===== config.mk =====
export PLATFORM = sky130hd
export DESIGN_NAME = dmem_arbiter
export DESIGN_NICKNAME = d
export VERILOG_FILES = /design/src/rtl/dmem_arbiter.sv
export SDC_FILE = /design/constraint.sdc
export NUM_CORES = 1
export LEC_CHECK = 0
export BUFFER_PORTS_ARGS = -buffer_cell sky130_fd_sc_hd__buf_2
export CORE_UTILIZATION = 36
export CTS_CLUSTER_DIAMETER = 50
export DETAILED_ROUTE_END_ITERATION = 12
export PLACE_DENSITY = 0.85
export SYNTH_ARGS = -nofsm -noshare
export SYNTH_HDL_FRONTEND = slang
export SYNTH_SLANG_ARGS = --single-unit

===== constraint.sdc =====
create_clock -name clk -period 4.2 [get_ports clk]
set_clock_uncertainty 0.15 [all_clocks]
set_input_delay 0.42 -clock clk [delete_from_list [all_inputs] [get_ports clk]]
set_output_delay 0.42 -clock clk [all_outputs]
set_load 0.01 [all_outputs]

===== src/rtl/dmem_arbiter.sv =====
// Two-requester data memory arbiter: round-robin between execute unit and debug port, bounded debug lock.
// Zero-latency grant; read data routed back to the issuer one cycle later; ungranted cpu requests see cpu_stall.
module dmem_arbiter #(
  parameter int ADDR_W   = 12,
  parameter int DATA_W   = 8,
  parameter int LOCK_MAX = 8
) (
  input  logic              clk,
  input  logic              reset_,
  input  logic              cpu_en,
  input  logic              cpu_rd,
  input  logic              cpu_wr,
  input  logic [ADDR_W-1:0] cpu_addr,
  input  logic [DATA_W-1:0] cpu_wdata,
  output logic              cpu_gnt,
  output logic              cpu_stall,
  output logic [DATA_W-1:0] cpu_rdata,
  output logic              cpu_rvld,
  input  logic              dbg_en,
  input  logic              dbg_rd,
  input  logic              dbg_wr,
  input  logic              dbg_lock,
  input  logic [ADDR_W-1:0] dbg_addr,
  input  logic [DATA_W-1:0] dbg_wdata,
  output logic              dbg_gnt,
  output logic [DATA_W-1:0] dbg_rdata,
  output logic              dbg_rvld,
  output logic              mem_en,
  output logic              mem_rd,
  output logic              mem_wr,
  output logic [ADDR_W-1:0] mem_addr,
  output logic [DATA_W-1:0] mem_wdata,
  input  logic [DATA_W-1:0] mem_rdata
);

  localparam int CNT_W = $clog2(LOCK_MAX + 1);

  typedef enum logic {IDLE, LOCKED} state_t;

  state_t           state_q, state_d;
  logic [CNT_W-1:0] cnt_q, cnt_d;
  logic             last_dbg_q, last_dbg_d;
  logic             blk_q, blk_d;
  logic             pend_cpu_q, pend_dbg_q;
  logic             cpu_v, dbg_v, cpu_g, dbg_g;

  assign cpu_v = cpu_en & (cpu_rd ^ cpu_wr);
  assign dbg_v = dbg_en & (dbg_rd ^ dbg_wr);

  always_comb begin
    cpu_g      = 1'b0;
    dbg_g      = 1'b0;
    state_d    = state_q;
    cnt_d      = cnt_q;
    last_dbg_d = last_dbg_q;
    // blk stops a lock that hit its limit from re-locking until dbg_lock drops
    blk_d      = blk_q & dbg_lock;
    if (reset_) begin
      if (state_q == LOCKED) begin
        dbg_g = dbg_v;
      end else if (cpu_v && dbg_v) begin
        cpu_g = last_dbg_q;
        dbg_g = ~last_dbg_q;
      end else begin
        cpu_g = cpu_v;
        dbg_g = dbg_v;
      end

      if (cpu_g || dbg_g)
        last_dbg_d = dbg_g;

      if (state_q == LOCKED) begin
        if (!dbg_lock) begin
          state_d = IDLE;
          cnt_d   = '0;
        end else if (int'(cnt_q) + 1 >= LOCK_MAX) begin
          state_d    = IDLE;
          cnt_d      = '0;
          last_dbg_d = 1'b1;
          blk_d      = 1'b1;
        end else begin
          cnt_d = cnt_q + 1'b1;
        end
      end else if (dbg_g && dbg_lock && !blk_q) begin
        if (LOCK_MAX <= 1) begin
          last_dbg_d = 1'b1;
          blk_d      = 1'b1;
        end else begin
          state_d = LOCKED;
          cnt_d   = CNT_W'(1);
        end
      end
    end
  end

  always_ff @(posedge clk or negedge reset_) begin
    if (!reset_) begin
      state_q    <= IDLE;
      cnt_q      <= '0;
      last_dbg_q <= 1'b1;
      blk_q      <= 1'b0;
      pend_cpu_q <= 1'b0;
      pend_dbg_q <= 1'b0;
    end else begin
      state_q    <= state_d;
      cnt_q      <= cnt_d;
      last_dbg_q <= last_dbg_d;
      blk_q      <= blk_d;
      pend_cpu_q <= cpu_g & cpu_rd;
      pend_dbg_q <= dbg_g & dbg_rd;
    end
  end

  assign cpu_gnt   = cpu_g;
  assign dbg_gnt   = dbg_g;
  assign cpu_stall = reset_ & cpu_v & ~cpu_g;

  assign mem_en    = cpu_g | dbg_g;
  assign mem_rd    = (cpu_g & cpu_rd) | (dbg_g & dbg_rd);
  assign mem_wr    = (cpu_g & cpu_wr) | (dbg_g & dbg_wr);
  assign mem_addr  = cpu_g ? cpu_addr  : (dbg_g ? dbg_addr  : '0);
  assign mem_wdata = cpu_g ? cpu_wdata : (dbg_g ? dbg_wdata : '0);

  assign cpu_rvld  = pend_cpu_q;
  assign dbg_rvld  = pend_dbg_q;
  assign cpu_rdata = pend_cpu_q ? mem_rdata : '0;
  assign dbg_rdata = pend_dbg_q ? mem_rdata : '0;

endmodule

# Word-level counts from Yosys, hierarchy flattened
# Index checks and enable logic that the tools add are counted.
[totals]
register_bits = 9
latch_bits = 0
mem_bits_rw = 0
mem_bits_ro = 0
in_bits = 57
out_inout_bits = 44
wordCells = 62
mem_count = 0
[classes]
n_addsub = 2
mul = 0
n_div = 0
order_cmp = 1
n_eq_ne = 0
n_shift = 0
mux = 30
bitwise_logic = 16
reduce_logical = 7
[ops]
columns = ["op", "count"]
rows = [
  ["2-to-1 mux 8 bit", 4],
  ["2-to-1 mux 12 bit", 2],
  ["2-to-1 mux 1 bit", 20],
  ["2-to-1 mux 4 bit", 4],
  ["AND 1 bit", 9],
  ["adder 4 x 1 -> 5 bit (second input constant)", 1],
  [">= comparator 5 x 4 -> 1 bit (second input constant)", 1],
  ["adder 4 x 1 -> 4 bit (second input constant)", 1],
  ["logical AND 1 bit", 3],
  ["bitwise OR 1 bit", 3],
  ["NOT 1 bit", 2],
  ["AND reduction 2 bit", 1],
  ["nonzero test 2 bit", 1],
  ["XOR 1 bit", 2],
  ["zero test 1 bit", 1],
  ["logical OR 1 bit", 1],
]

# Logic depth before layout (Yosys ltp)
# Gate-level depths: netlist of the first run.
[logic_depth]
word_depth = 11
ltp_mapped = 5
depth_no_buf = 5

# Least setup slack after synthesis of the first run
# OpenSTA, ideal clock, no wires.
[synth_timing]
path_kind = "input-to-output"
startpoint = "in cpu_wr"
endpoint = "out mem_wdata[5]"
arrival_time_ns = 1.531
required_time_ns = 3.630
slack_ns = 2.099
cell_stages = 5
path_buffers = 1
cell_sequence = "xor2_1 -> nand3_2 -> a311oi_4 -> buf_6 -> a22o_1"
[synth_between]
elab_cells_between_ends = 13
cone_classes = "10 x mux; 2 x bitwise; 1 x reduce/logical"
[synth_rtl]
columns = ["element", "line", "source"]
rows = [
  ["start: declaration", "12", "input logic cpu_wr,"],
  ["XOR 1 bit *", "47", "assign cpu_v = cpu_en & (cpu_rd ^ cpu_wr);"],
  ["AND 1 bit *", "47", ""],
  ["logical AND 1 bit", "61", "end else if (cpu_v && dbg_v) begin"],
  ["2-to-1 mux 1 bit *", "61", ""],
  ["2-to-1 mux 1 bit *", "59", "if (state_q == LOCKED) begin"],
  ["2-to-1 mux 1 bit * (2 in series)", "58", "if (reset_) begin"],
  ["named net cpu_gnt", "15", "output logic cpu_gnt,"],
  ["2-to-1 mux 8 bit *", "122", "assign mem_wdata = cpu_g ? cpu_wdata : (dbg_g ? dbg_wdata : '0);"],
  ["end: declaration", "32", "output logic [DATA_W-1:0] mem_wdata,"],
]
# Mark *: on every way through the listed nets, which the timed path passes. The rest lies on a longest branch. The select of a mux whose other input is x is not followed.

# Worst setup path in the final report of the first run
[layout_timing]
startpoint = "in reset_"
endpoint = "out mem_addr[3]"
[layout_between]
elab_chain_cells = 3
elab_cells_between_ends = 4
cone_classes = "4 x mux"
[layout_lines]
columns = ["element", "line", "source"]
rows = [
  ["start: declaration", "9", "input logic reset_,"],
  ["2-to-1 mux 1 bit", "58", ""],
  ["2-to-1 mux 12 bit", "121", "assign mem_addr = cpu_g ? cpu_addr : (dbg_g ? dbg_addr : '0);"],
  ["2-to-1 mux 12 bit *", "121", ""],
  ["end: declaration", "31", "output logic [ADDR_W-1:0] mem_addr,"],
]
# Every way passes the cells marked *; elsewhere a longest branch is shown, timed or not.

==> flow_summary.yaml, run 1 <==
clock_network:
  clockBufferDepth: 2
  clk_pin_slew_ps: 60
  cts_tree: "yes"
  clockRootBuffer: "clkbuf_4"
  clk_latency_ps: 260
  cts_resized: 0
  postCtsSetupRepairBufs: 0
  clkSinkCount: 9
  cts_made_buffers: 3
  htree_num_levels: 1
  cts_hold_buf: 1
drt:
  drc: 0
  postRouteAntennaNets: 0
  num_vias: 1159
  dr.pass1.iters: 4
  wirelength_um: 2850
  viasPerCell: 5.24
  drtIter0Drc: 37
  wl_per_cell_um: 12.9
synth:
  synth_enable_flop_cells: 0
  synth_warnings: 0
  yosysTopAreaCellShare_pct: 22.2
  synth_top_area_cell: "dfrtp_1"
  synth.avg_cell_area_um2: 9.81
  async_reset_ff_share_pct: 100
  syn_area_um2: 902
  synth_top_cells_by_count: "18 x and2_1, 12 x a22o_1, 10 x a22o_2"
  syn_inst: 92
  synthDistinctLibCells: 34
  ys_ff_latch: 9
  synth_most_common_cell: "and2_1"
  synthTopCellsByArea: "dfrtp_1 22%, and2_1 12%, a22o_1 12%, a22o_2 11%, o41ai_4 3.1%"
  syn_nets: 151
  synth_flop_cell: "dfrtp_1"
  ys_seq_area_share_pct: 25.1
timing:
  finalSetupViolCount: 0
  period_share_pct: 77.5
  post-route-min-period_ps: 3250
  slew_viol_final: 0
  final_hold_viol_count: 0
  relSlewSlack_pct: 32.6
  rsz0062_at_grt: "no"
  max_slew.worst_pin.slew_ps: 1010
  fmax_mhz: 307
  finalSetupTns_ps: 0
layout:
  seq_area_um2: 226
  diodes: 0
  area_growth_pct: 59.2
  layout-drive-gt1-share_pct: 63.7
  final_cells: 221
  nNetsFinal: 253
  fill_cells: 199
  multi_input_area_um2: 623
outcome:
  status: "completed"
setup_path:
  slowest_delay_ps: 890
  path_buf_inv: 3
  r2r_slack_ps: 2300
  crit_family: "compound AO/OA/AOI/OAI gates"
  cpMostUsedCell: "buf_2"
  path_class: "primary input to output port"
  required_ps: 3630
  worstPathMaxFanout: 26
  cp.arrival_ps: 2680
  critical_path.slowest_cell: "a311oi_4"
  cp-end-kind: "output port"
  startpoint_type: "primary input"
  cp_cell_sequence: "dlygate4sd3_1 > buf_2 > nand3_2 > a311oi_4 > a22o_1 > buf_2"
die:
  die_h_um: 52.1
  fp-row-count: 17
  io_pins: 101
  start_util_pct: 39.3
  die_area_um2: 2710
  die_x_um: 52.1
  core_um2: 2300
grt:
  grt_pass1_wl_um: 3990
  grt_pass1_vias: 972
  grt_overflow: 0
  grt_antenna_before_repair: 0
  grt_max_degree: 27
  track_usage_pct: 19.8
power_and_ir_drop:
  ir_worst_vdd_uv: 198
  p_per_area_nw_per_um2: 286
  p_leak_nw: 0.849
  p_total_w: 0.000410
place:
  dp_hpwl_um: 2390
  port_buffers: 100
  gp_congestion: 0.745
  dp_cells: 216
min_path:
  hold_class: "primary input to register"
run:
  max_cap_viol_count: 0
[cell families (layout without fill, tap and decap cells)]
group           count (synthesis)  in the layout  share of synthesized area, %
fa+ha+maj                       2              2                          2.77
compound gates                 32             32                          36.3
simple gates                   36             36                          24.0
xor+xnor                        3              3                          3.75
flops                           9              9                          25.1
buf+inv                         8            109                          5.82
mux                             2              2                          2.22
[cells in the final DEF (no fill, tap or decap), types with 2 or more instances in the layout]
master	n
buf_2	100
nand2_1	3
a22o_2	10
mux2i_1	2
dfrtp_1	8
nand3_1	2
inv_1	4
nor3_1	2
nor2_1	3
clkbuf_4	3
a21oi_1	2
ha_1	2
and2_1	18
a22o_1	12
[sequential cells by signal, indices dropped and copies added, names as in the netlist]
register,flops
cnt_q,4
blk_q,1
last_dbg_q,1
dbg_rvld,1
state_q,1
cpu_rvld,1
[area by class of cell]
| type | instances | area share (%) |
|---|---|---|
| timing repair buffer | 101 | 35.5 |
| inverter | 4 | 1.05 |
| multi-input combinational | 75 | 43.4 |
| clock buffer | 4 | 1.83 |
| tap | 28 | 2.44 |
| sequential | 9 | 15.8 |
[stage by stage]
stage	worst slack (ps)	util [%]	instance area [um2]	hold WS, ps
final	946	62.5	1440	274
after global routing	752	62.5	1440	264
after CTS	922	62.5	1440	267
after detailed placement	1410	60.9	1400	168
after global placement	1520	60.9	1400	156
after floorplan	2100	-	902	-25.6
[path summary, 6_finish.rpt]
kind	start	to	cells past startpoint
setup / recovery	reset_	mem_addr[3]	6
hold / removal	cpu_rd	cpu_rvld	2
setup reg to reg	last_dbg_q	cpu_rvld	3
hold reg to reg	cnt_q[2]	cnt_q[2]	1
max in group asynchronous	reset_	last_dbg_q	2
min in group asynchronous	reset_	cnt_q[0]	2
[worst reg2reg max path: cells and delay by family (launching register included)]
family | cells | cell delay (ps)
AO/OA/AOI/OAI | 1 | 810
AND/OR/NAND/NOR | 1 | 230
buffers and inverters | 1 | 80
flip-flops | 1 | 580
[per-layer routing]
| metal | global-route usage, % | wire length [um] | vias up |
|---|---|---|---|
| li1 | - | - | 549 |
| met5 | 0 | 0 | - |
| met4 | 7.66 | 19 | 0 |
| met2 | 37.2 | 1490 | 84 |
| met1 | 21.6 | 1050 | 524 |
| met3 | 3.22 | 286 | 2 |
[power breakdown]
group	total (W)	leakage [nW]	internal, W	switching, W
combinational	0.000192	0.718	0.000100	0.0000913
clock	0.0000674	0.0150	0.0000366	0.0000308
sequential	0.000151	0.117	0.000114	0.0000368
total	0.000410	0.849	0.000251	0.000159
Note: power is estimated with default switching activity, not from simulation.
==> inputs of run 2 (changes only) <==
Settings changed: CORE_UTILIZATION 36 to 34, PLACE_DENSITY 0.85 to 0.8.
Clock period 4.2 ns to 3.2 ns, I/O delays scaled along.
==> run 2 against run 1 <==
  * Routed wire length rose by 2.9%
  * Setup slack got worse by 580 ps
  * Non-clock buffer count rose by 1
  * Die area rose by 5.6%
  * Clock-buffer cell count did not move
  * Sequential share of layout area fell by 0.11 points
  * Hold slack got worse by 89 ps
  * Core utilization fell by 4.7 points
  * Total power rose by 33%
  * Sequential power rose by 34%
==> flow_summary.yaml, run 2 (same netlist as run 1, synthesis figures left out) <==
drt:
  dr.pass1.iters: 4
  num_vias: 1132
  drc: 0
  wirelength_um: 2940
  viasPerCell: 5.05
  drtIter0Drc: 9
  wl_per_cell_um: 13.1
  postRouteAntennaNets: 0
min_path:
  hold_depth: 2
  hold_class: "primary input to register"
setup_path:
  worstPathMaxFanout: 26
  cpMostUsedCell: "buf_2"
  required_ps: 2730
  cp_cell_sequence: "dlygate4sd3_1 > buf_2 > nand3_1 > a21oi_4 > a22o_1 > buf_2"
  cp-end-kind: "output port"
  startpoint_type: "primary input"
  cp.arrival_ps: 2370
  r2r_cells: 3
  path_class: "primary input to output port"
  critical_path.slowest_cell: "a21oi_4"
  slowest_delay_ps: 570
power_and_ir_drop:
  p_total_w: 0.000544
  swShare_pct: 39.2
  p_leak_nw: 0.855
  internal_power_w: 0.000331
  p_switching_w: 0.000213
  pwr-share-comb_pct: 46.7
  clkPwrFrac_pct: 16.2
  ir_worst_vdd_uv: 256
  p_per_area_nw_per_um2: 376
  p_seq_share_pct: 37.1
die:
  io_pins: 101
  fp-row-count: 18
  die_area_um2: 2860
  start_util_pct: 36.1
  core_um2: 2500
  die_h_um: 53.5
  die_x_um: 53.5
clock_network:
  clk_pin_slew_ps: 60
  cts_tree: "yes"
  clk_latency_ps: 260
  htree_num_levels: 1
  cts_made_buffers: 3
  clockBufferDepth: 2
  cts_resized: 0
  clkSinkCount: 9
  clockRootBuffer: "clkbuf_4"
grt:
  track_usage_pct: 20.2
  globalRouteMet3Util_pct: 1.72
  met2_usage_pct: 41.0
  grt_antenna_before_repair: 0
  grt_overflow: 0
  grt_max_degree: 27
  gr-usage-met1_pct: 21.0
  grt_pass1_vias: 1015
  grt_most_used_layer: "met2"
  grt_pass1_wl_um: 4170
place:
  port_buffers: 100
  gp_congestion: 0.765
  dp_cells: 219
  dp_hpwl_um: 2460
layout:
  final_cell_mix: "100 x buf_2, 18 x and2_1, 12 x a22o_1"
  area_growth_pct: 60.3
  layout_commonest_cell: "buf_2"
  largest-register: "cnt_q"
  nNetsFinal: 254
  layout-drive-gt1-share_pct: 63.9
  final_cells: 224
  fin_util_pct: 57.9
  diodes: 0
  largest_reg_flops: 4
timing:
  relSlewSlack_pct: 58.1
  finalSetupViolCount: 0
  max_slew.worst_pin.slew_ps: 628
  finalSetupTns_ps: 0
  post-route-min-period_ps: 2840
  period_share_pct: 88.7
  rsz0062_at_grt: "no"
  slew_viol_final: 0
  final_hold_viol_count: 0
  fmax_mhz: 352
run:
  max_cap_viol_count: 0
outcome:
  status: "completed"
[run 2: final timing paths]
kind	from	endpoint	slack [ps]
min in group asynchronous	reset_	cnt_q[0]	330
max in group asynchronous	reset_	last_dbg_q	2290
min reg2reg	cnt_q[2]	cnt_q[2]	360
max reg2reg	state_q	dbg_rvld	1450
max	reset_	mem_addr[7]	360
min	cpu_rd	cpu_rvld	180
[run 2: repair_timing]
action / CTS / global route
buffers inserted: 0 / 0
hold buffers: 1 / 0
endpoints found under the hold margin: 8 / 0
[run 2: cell type report]
class / instances / area, um2
fill: 224 / 1050
multi-input combinational: 75 / 623
timing repair buffer: 102 / 518
sequential: 9 / 226
tap: 30 / 37.5
clock buffer: 4 / 26.3
inverter: 4 / 15.0
[run 2: critical path, delay by kind of cell]
kind	cells	cell delay, ps
buffers and inverters	3	950
AOI/OAI and AO/OA	2	820
and+or+nand+nor	1	270
[run 2: power groups by stage]
stage          Combinational [W]  Clock [W]  Sequential, W
2_1_floorplan           0.000166          0       0.000188
3_3_place_gp            0.000245          0       0.000197
3_5_place_dp            0.000254          0       0.000201
4_1_cts                 0.000255  0.0000905       0.000201
5_1_grt                 0.000282  0.0000943       0.000207
6_report                0.000254  0.0000879       0.000202
[run 2: layer usage]
metal | part of all wire [%] | up-vias
met2 | 56 | 71
met4 | 1.1 | 0
met5 | 0 | -
met3 | 6.7 | 4
li1 | - | 552
met1 | 36 | 505
[run 2: metrics by stage]
step	hold WS [ps]	worst slack (ps)	instance area (um2)
detailed placement	60.8	871	1410
floorplan	-126	1300	902
finish	185	363	1450
global placement	54.8	953	1410
global route	178	195	1450
CTS	178	376	1450
==> inputs of run 3 (changes only) <==
Settings changed: CORE_UTILIZATION 34 to 31, PLACE_DENSITY 0.8 to 0.74.
==> run 3 against run 2 <==
  * Global-route usage fell by 3.1 points
  * Core utilization is 5.4 points lower
  * Final cell count increased by 0.45%
  * Non-clock buffer count unchanged
  * Register-to-register slack improved by 40 ps
  * Total power decreased by 1.7%
  * Setup slack improved by 42 ps
  * Hold slack lost 12 ps
  * First-iteration DRC count increased to 4.4 times the previous value
  * Flip-flop and latch count unchanged
  * Critical path type unchanged
  * Cell area about the same
  * Fmax increased by 1.5%
==> flow_summary.yaml, run 3 (same netlist as run 1, synthesis figures left out) <==
drt:
  drc: 0
  viasPerCell: 4.96
  drtIter0Drc: 40
  top_layer_used: "met4"
  dr.pass1.iters: 4
  wl_met2_um: 1360
  postRouteAntennaNets: 0
  wirelength_um: 2660
  met1_length_um: 1030
  route.met3.wl_um: 238
  num_vias: 1117
  wl_per_cell_um: 11.8
power_and_ir_drop:
  internal_power_w: 0.000330
  p_leak_nw: 0.855
  p_switching_w: 0.000204
  p_seq_share_pct: 37.0
  pwr-share-comb_pct: 46.8
  p_total_w: 0.000535
  p_per_area_nw_per_um2: 370
  swShare_pct: 38.2
  ir_worst_vdd_uv: 329
  clkPwrFrac_pct: 16.2
grt:
  grt_overflow: 0
  grt_max_degree: 27
  grt_pass1_vias: 1026
  track_usage_pct: 17.1
  grt_pass1_wl_um: 4260
  grt_antenna_before_repair: 0
min_path:
  hold_class: "primary input to register"
  min-delay-start: "cpu_rd"
timing:
  max_slew.worst_pin.slew_ps: 617
  finalSetupTns_ps: 0
  period_share_pct: 87.3
  finalSetupViolCount: 0
  post-route-min-period_ps: 2790
  final_hold_viol_count: 0
  relSlewSlack_pct: 58.8
  rsz0062_at_grt: "no"
  fmax_mhz: 358
  slew_viol_final: 0
place:
  port_buffers: 100
  gp_congestion: 0.775
  dp_hpwl_um: 2210
setup_path:
  path_class: "primary input to output port"
  required_ps: 2730
  slowest_delay_ps: 560
  cpMostUsedCell: "buf_2"
  startpoint: "reset_"
  cp-end-kind: "output port"
  cp.arrival_ps: 2320
  critical_path.slowest_cell: "a21oi_4"
  r2r_slack_ps: 1490
  reg2reg_from: "state_q"
  startpoint_type: "primary input"
  worstPathMaxFanout: 26
  cp_cell_sequence: "dlygate4sd3_1 > buf_2 > nand3_1 > a21oi_4 > a22o_2 > buf_2"
clock_network:
  cts_made_buffers: 3
  cts_resized: 0
  htree_num_levels: 1
  clk_pin_slew_ps: 50
  cts_tree: "yes"
  clkSinkCount: 9
  clk_latency_ps: 260
  clockRootBuffer: "clkbuf_4"
  clockBufferDepth: 2
layout:
  layout_commonest_cell: "buf_2"
  layout-drive-gt1-share_pct: 63.9
  fill_cells: 263
  nNetsFinal: 254
  multi_input_area_um2: 623
  seq_area_um2: 226
  fin_util_pct: 52.5
  area_growth_pct: 60.5
  largest_reg_flops: 4
  final_cell_mix: "100 x buf_2, 18 x and2_1, 12 x a22o_1"
  largest-register: "cnt_q"
  diodes: 0
outcome:
  status: "completed"
die:
  io_pins: 101
  start_util_pct: 32.7
  core_um2: 2760
  fp-row-count: 19
  die_area_um2: 3130
  die_h_um: 55.9
  die_x_um: 55.9
run:
  max_cap_viol_count: 0
-- run 3: cell counts in the layout (fill, tap and decap cells not counted) --
No cell type changed its count.
-- run 3: worst paths after layout --
check | endpoint | cells after the start
max | mem_wdata[3] | 6
max in group asynchronous | last_dbg_q | 2
min reg2reg | cnt_q[2] | 1
min | cpu_rvld | 2
min in group asynchronous | state_q | 2
max reg2reg | dbg_rvld | 3
-- run 3: metrics by stage --
step,setup slack (ps),instance area (um2),cells,hold WS [ps]
3_3_place_gp,949,1410,220,60.9
5_1_grt,221,1450,225,177
3_5_place_dp,919,1410,220,64.5
4_1_cts,420,1450,225,169
2_1_floorplan,1300,902,92,-126
6_report,405,1450,225,173
-- run 3: layer usage --
metal | track usage (%) | vias to the layer above
li1 | - | 550
met3 | 3.26 | 4
met5 | 0 | -
met1 | 17.5 | 490
met2 | 33.2 | 73
met4 | 7.32 | 0
-- run 3: power groups by stage --
stage               Combinational, W  Clock [W]  Sequential, W
floorplan                   0.000166          0       0.000188
global placement            0.000248          0       0.000199
detailed placement          0.000251          0       0.000199
CTS                         0.000253  0.0000907       0.000197
global route                0.000278  0.0000962       0.000206
finish                      0.000251  0.0000865       0.000198
-- run 3: layout make-up --
cell class                      count  share of cell area [%]
Sequential cell                     9                    15.6
Inverter                            4                    1.04
Timing Repair Buffer              102                    35.8
Clock buffer                        4                    1.82
Tap cell                           31                    2.68
Multi-Input combinational cell     75                    43.0
-- run 3: worst max-delay path: cells and delay by family --
kind | cells | cell delay (ps)
AND/OR/NAND/NOR | 1 | 260
AO/OA/AOI/OAI | 2 | 810
buffers and inverters | 3 | 930
-- run 3: what timing repair did --
item | CTS | global route
hold buffers | 1 | 0
buffers inserted | 0 | 0
hold endpoints to repair | 8 | 0
